File: src/rtl/edge_run_meter_pkg.sv
// Shared types and helpers for the edge run-length meter.
package edge_run_meter_pkg;

  typedef enum logic [1:0] {PRIME, SYNC, MEASURE} meter_state_t;

  localparam int CNT_W_DEFAULT = 32;
  localparam int SAT_MAX_W     = 64;

  // Saturating increment for a counter of width w (w <= SAT_MAX_W), carried in a wide container.
  function automatic logic [SAT_MAX_W-1:0] sat_inc(input logic [SAT_MAX_W-1:0] cnt, input int w);
    logic [SAT_MAX_W-1:0] ones;
    ones = {SAT_MAX_W{1'b1}} >> (SAT_MAX_W - w);
    return (cnt >= ones) ? ones : cnt + {{(SAT_MAX_W-1){1'b0}}, 1'b1};
  endfunction

endpackage

File: src/rtl/edge_run_meter_sync_edge_detect.sv
// Holds the previous level and a primed flag; flags a level change once primed.
module sync_edge_detect (
  input  logic clk,
  input  logic rst,
  input  logic in_1,
  output logic edge_det,
  output logic prev_level
);

  logic primed;

  always_ff @(posedge clk) begin
    if (rst) begin
      primed     <= 1'b0;
      prev_level <= 1'b0;
    end else begin
      primed     <= 1'b1;
      prev_level <= in_1;
    end
  end

  assign edge_det = primed && (in_1 != prev_level);

endmodule

File: src/rtl/edge_run_meter.sv
// Measures run lengths between level edges and publishes {level, length} through a one-entry slot.
// Optional min/max run statistics are enabled with EDGE_RUN_METER_STATS_EN.
module edge_run_meter
  import edge_run_meter_pkg::*;
#(
  parameter int CNT_W = CNT_W_DEFAULT
) (
  input  logic             clk,
  input  logic             rst,
  input  logic             in_1,
  output logic             m_valid,
  input  logic             m_ready,
  output logic [CNT_W-1:0] m_len,
  output logic             m_level,
  output logic             overrun,
  input  logic             clr_overrun
`ifdef EDGE_RUN_METER_STATS_EN
  ,
  output logic [CNT_W-1:0] min_len,
  output logic [CNT_W-1:0] max_len
`endif
);

  localparam logic [CNT_W-1:0] CNT_ONE = CNT_W'(1);

  meter_state_t         state_q, state_d;
  logic [CNT_W-1:0]     cnt_q, cnt_d, cnt_inc;
  logic [SAT_MAX_W-1:0] cnt_wide;
  logic                 edge_det, prev_level, publish;

  sync_edge_detect u_sync_edge_detect (
    .clk        (clk),
    .rst        (rst),
    .in_1       (in_1),
    .edge_det   (edge_det),
    .prev_level (prev_level)
  );

  assign cnt_wide = sat_inc(SAT_MAX_W'(cnt_q), CNT_W);
  assign cnt_inc  = cnt_wide[CNT_W-1:0];

  always_ff @(posedge clk) begin
    if (rst) begin
      state_q <= PRIME;
      cnt_q   <= '0;
    end else begin
      state_q <= state_d;
      cnt_q   <= cnt_d;
    end
  end

  always_comb begin
    state_d = state_q;
    cnt_d   = cnt_q;
    publish = 1'b0;
    case (state_q)
      PRIME:   state_d = SYNC;
      SYNC: begin
        // The run in progress at start-up has no known start, so it only arms the counter.
        if (edge_det) begin
          cnt_d   = CNT_ONE;
          state_d = MEASURE;
        end
      end
      MEASURE: begin
        if (edge_det) begin
          publish = 1'b1;
          cnt_d   = CNT_ONE;
        end else begin
          cnt_d   = cnt_inc;
        end
      end
      default: state_d = PRIME;
    endcase
  end

  always_ff @(posedge clk) begin
    if (rst) begin
      m_valid <= 1'b0;
      m_len   <= '0;
      m_level <= 1'b0;
      overrun <= 1'b0;
    end else begin
      if (publish && (!m_valid || m_ready)) begin
        m_valid <= 1'b1;
        m_len   <= cnt_q;
        m_level <= prev_level;
      end else if (m_valid && m_ready) begin
        m_valid <= 1'b0;
      end
      // A drop in the same cycle as a clear request keeps the flag set.
      if (publish && m_valid && !m_ready) begin
        overrun <= 1'b1;
      end else if (clr_overrun) begin
        overrun <= 1'b0;
      end
    end
  end

`ifdef EDGE_RUN_METER_STATS_EN
  always_ff @(posedge clk) begin
    if (rst) begin
      min_len <= '1;
      max_len <= '0;
    end else if (publish) begin
      if (cnt_q < min_len) min_len <= cnt_q;
      if (cnt_q > max_len) max_len <= cnt_q;
    end
  end
`endif

endmodule
File: config.mk
export PLATFORM = sky130hd
export DESIGN_NAME = edge_run_meter
export DESIGN_NICKNAME = d
export VERILOG_FILES = /design/src/rtl/edge_run_meter_pkg.sv /design/src/rtl/edge_run_meter_sync_edge_detect.sv /design/src/rtl/edge_run_meter.sv
export SDC_FILE = /design/constraint.sdc
export NUM_CORES = 1
export LEC_CHECK = 0
export BUFFER_PORTS_ARGS = -buffer_cell sky130_fd_sc_hd__buf_2
export CAP_MARGIN = 20
export CORE_MARGIN = 1
export CORE_UTILIZATION = 40
export CTS_BUF_LIST = sky130_fd_sc_hd__clkbuf_8
export DETAILED_ROUTE_END_ITERATION = 8
export PLACE_DENSITY = 0.59
export SYNTH_ARGS = -nofsm -noshare
export SYNTH_HDL_FRONTEND = slang
export SYNTH_HIERARCHICAL = 1
export SYNTH_SLANG_ARGS = --single-unit
File: constraint.sdc
create_clock -name clk -period 2.05 [get_ports clk]
set_input_delay 0.5125 -clock clk [delete_from_list [all_inputs] [get_ports clk]]
set_output_delay 0.5125 -clock clk [all_outputs]
set_load 0.02 [all_outputs]
==> metrics <==
Post-Synth XOR/XNOR Area=0.258%; Clock Sinks=71; compound-cell area share of the yosys netlist=20.1%; P_leak=1.76 nW; most common cell after layout, fill and taps aside=nand2_1; average vias per placed instance=5.53; startpoint types=register; synthesized area=0.00339 mm²; antenna viol nets, final=0; CTS max path bufs=2; Post-Synth Simple-Gate Area=roughly a third; Power Density=623 mW/mm²; GRT Overall Usage=22.0%; clock network fraction of total power=42.8%; Setup Buffers After CTS=0; core area=about 0.0082 mm²; Max-Cap Viols=0; sw frac=23.2%; Post-Syn Instances=between 400 and 500; I/O Buffers=39; Post-Route WL=9140 µm; CTS tree=done; most frequently used flop master after synthesis=dfxtp_1; CP max FO=6; sequential fraction of design power=between 50% and 60%; Worst EP required=2.32 ns; largest net degree at the start of global routing=19; total gr overflow=0; Vias=~3500; normalized max-slew margin=72.1%; met3 wire len=roughly 400 µm; TritonCTS Buffers=9; antenna violations before repair=0; multi-input logic area=0.00185 mm²; sequential area share after synthesis=a little over two fifths; final core utilization=52.2%; Reg2Reg Depth=5; post-route clock period utilization=97.3%; asr flop ratio synth=0%; Comb pwr share=a little over 5%; hpwl dp=about 6700 µm; RSZ-0062 raised after global routing=no; hold path cells=2; post-synthesis register bit count=71; Post-Layout Inst Area=0.00429 mm²; Post-Synth Adder-Cell Area=0.369%; synth unique cells=58; DR WL/cell=between 10 and 15 µm; FF-to-FF End=cnt_q[25]; Crit Path Class=reg -> reg; main combinational cell family by area after synthesis=simple AND/OR/NAND/NOR gates; EDFF count, synth=0; fillers=~810; crit end category=register; Int Power=2.05 mW; fraction of layout cells with a size suffix above 1=25.2%; Synth Area per Inst=a little under 8 µm²; Clk Tree Root Cell=clkbuf_8; Initial Util=41.2%; Crit. Startpoint=cnt_q[4]; Final #Nets=~520; Clock transition at path regs=roughly 0.070 ns; commonest non-fill, non-tap cells in the layout=94 x nand2_1, 67 x dfxtp_1, 60 x buf_4; endpoints failing hold=0; initial DRC count=between 200 and 250; vias in the first global route=3165; arrival time worst endpoint=2.26 ns; global-route wire length before repair=15300 µm; sw power=0.619 mW; DRC Markers=0; Final setup violation count=0; Top Metal Used=met4; placed inst area=between 0.004 and 0.005 mm²; mux contribution to synthesized area=0.923%; fmax=approximately 0.50 GHz; Slew @ Worst Pin=0.408 ns; chip width=94.0 µm; Hold WS=0.418 ns; minimum clock period=1.99 ns; Fin Clk Skew=0.0116 ns; DRT Pass-1 Iters=5; die area=0.00884 mm²; wire length on met2=4180 µm; Placer Congestion=0.864; final total power=2.67 mW; Die Y=~94 µm; M1 wire length=4400 µm; Hold/Removal Path Class=in -> reg; register area=~0.0014 mm²; status=complete, no violations; Row Count=33; Max IR drop VDD=between 0.0002 and 0.0003 V; ant diodes=0; CP Capture Point=cnt_q[25]; num ports=40; H-tree depth reported by CTS=3; Area Overhead vs Synth=26.5%; R2R Setup Slk=approximately 0.056 ns; Ys Warns=6; clock latency on the worst-skew pair=around 0.35 ns; Slew Limit Fails=0; cts hold-fix bufs=0; Synthesized Nets=440; worst r2r src=cnt_q[4]
[synth_stat cells (2+ instances only)]
library cell,instances,area [µm²]
o21ai_0,8,40.0
nor4_4,3,63.8
and3_1,10,62.6
and2_1,7,43.8
nand3b_1,2,15.0
o21ai_1,17,85.1
a21o_1,2,15.0
nor2_1,26,97.6
buf_2,5,25.0
or4_1,2,15.0
a21oi_1,57,285
nand3_1,13,65.1
dfxtp_1,71,1420
nor3_1,7,35.0
and4_1,5,43.8
nor4b_1,2,17.5
clkbuf_1,23,86.3
nor2b_1,6,37.5
nand4_1,12,75.1
mux2i_1,2,20.0
o32ai_1,3,26.3
inv_1,5,18.8
a41oi_1,4,35.0
a31oi_1,10,62.6
nand2b_1,3,18.8
nand2_1,94,353
or3_1,4,25.0
[power by group through the flow]
stage               clock network [mW]  logic (mW)  registers (mW)
finish                            1.14       0.137            1.39
global route                      1.22       0.150            1.39
CTS                               1.16       0.136            1.39
detailed placement                   0       0.135            1.42
global placement                     0       0.134            1.42
floorplan                            0      0.0755            1.42
[metrics by stage]
stage	instances	worst slack, ns	setup TNS (ns)
2_1_floorplan	434	0.0357	0
3_3_place_gp	610	-0.00468	-0.0116
3_5_place_dp	610	-0.0602	-0.162
4_1_cts	625	0.0286	0
5_1_grt	625	0.0133	0
6_report	625	0.0562	0
[worst min-delay path by stage]
stage	start	endpoint	slack, ns
2_1_floorplan	state_q[1]	state_q[0]	0.41
3_3_place_gp	m_len[23]	m_len[23]	0.44
3_5_place_dp	state_q[1]	state_q[0]	0.44
4_1_cts	in_1	u_sync_edge_detect/prev_level	0.41
5_1_grt	in_1	u_sync_edge_detect/prev_level	0.44
6_report	in_1	u_sync_edge_detect/prev_level	0.42
[cell families after synthesis]
logic type,count (synthesis)
flops,71
fa+ha+maj,1
xor+xnor,1
simple gates,208
mux,3
compound gates,116
buf+inv,34
[per-layer routing]
metal / global-route usage, % / vias to the layer above
met5: 0 / -
li1: - / 1719
met3: 3.64 / 17
met2: 34.7 / 104
met4: 9.10 / 0
met1: 29.5 / 1616
[what timing repair did]
item,in CTS,in global routing
setup endpoints to repair,0,6
gates resized for setup,0,6
hold endpoints to repair,0,0
[flip-flops by register name, summed over array words and instances, names as in the netlist]
register	flops
cnt_q	32
u_sync_edge_detect/primed	1
overrun	1
m_level	1
m_valid	1
m_len	32
state_q	2
u_sync_edge_detect/prev_level	1
[final cells by class]
| class | count | share of cell area, % |
|---|---|---|
| Clock buffer | 11 | 3.53 |
| Sequential cell | 71 | 33.3 |
| Inverter | 5 | 0.438 |
| Tap cell | 105 | 3.07 |
| Multi-Input combinational cell | 329 | 43.1 |
| Timing Repair Buffer | 100 | 15.5 |
| Clock inverter | 4 | 1.08 |
[critical path, cell delays in order, from the launching register on]
cell,delay (ns)
dfxtp_1,0.41
nand4_4,0.15
nor4_4,0.37
nand4_2,0.23
or4b_1,0.53
a41oi_1,0.23
Power figures use the tool's default switching activity.
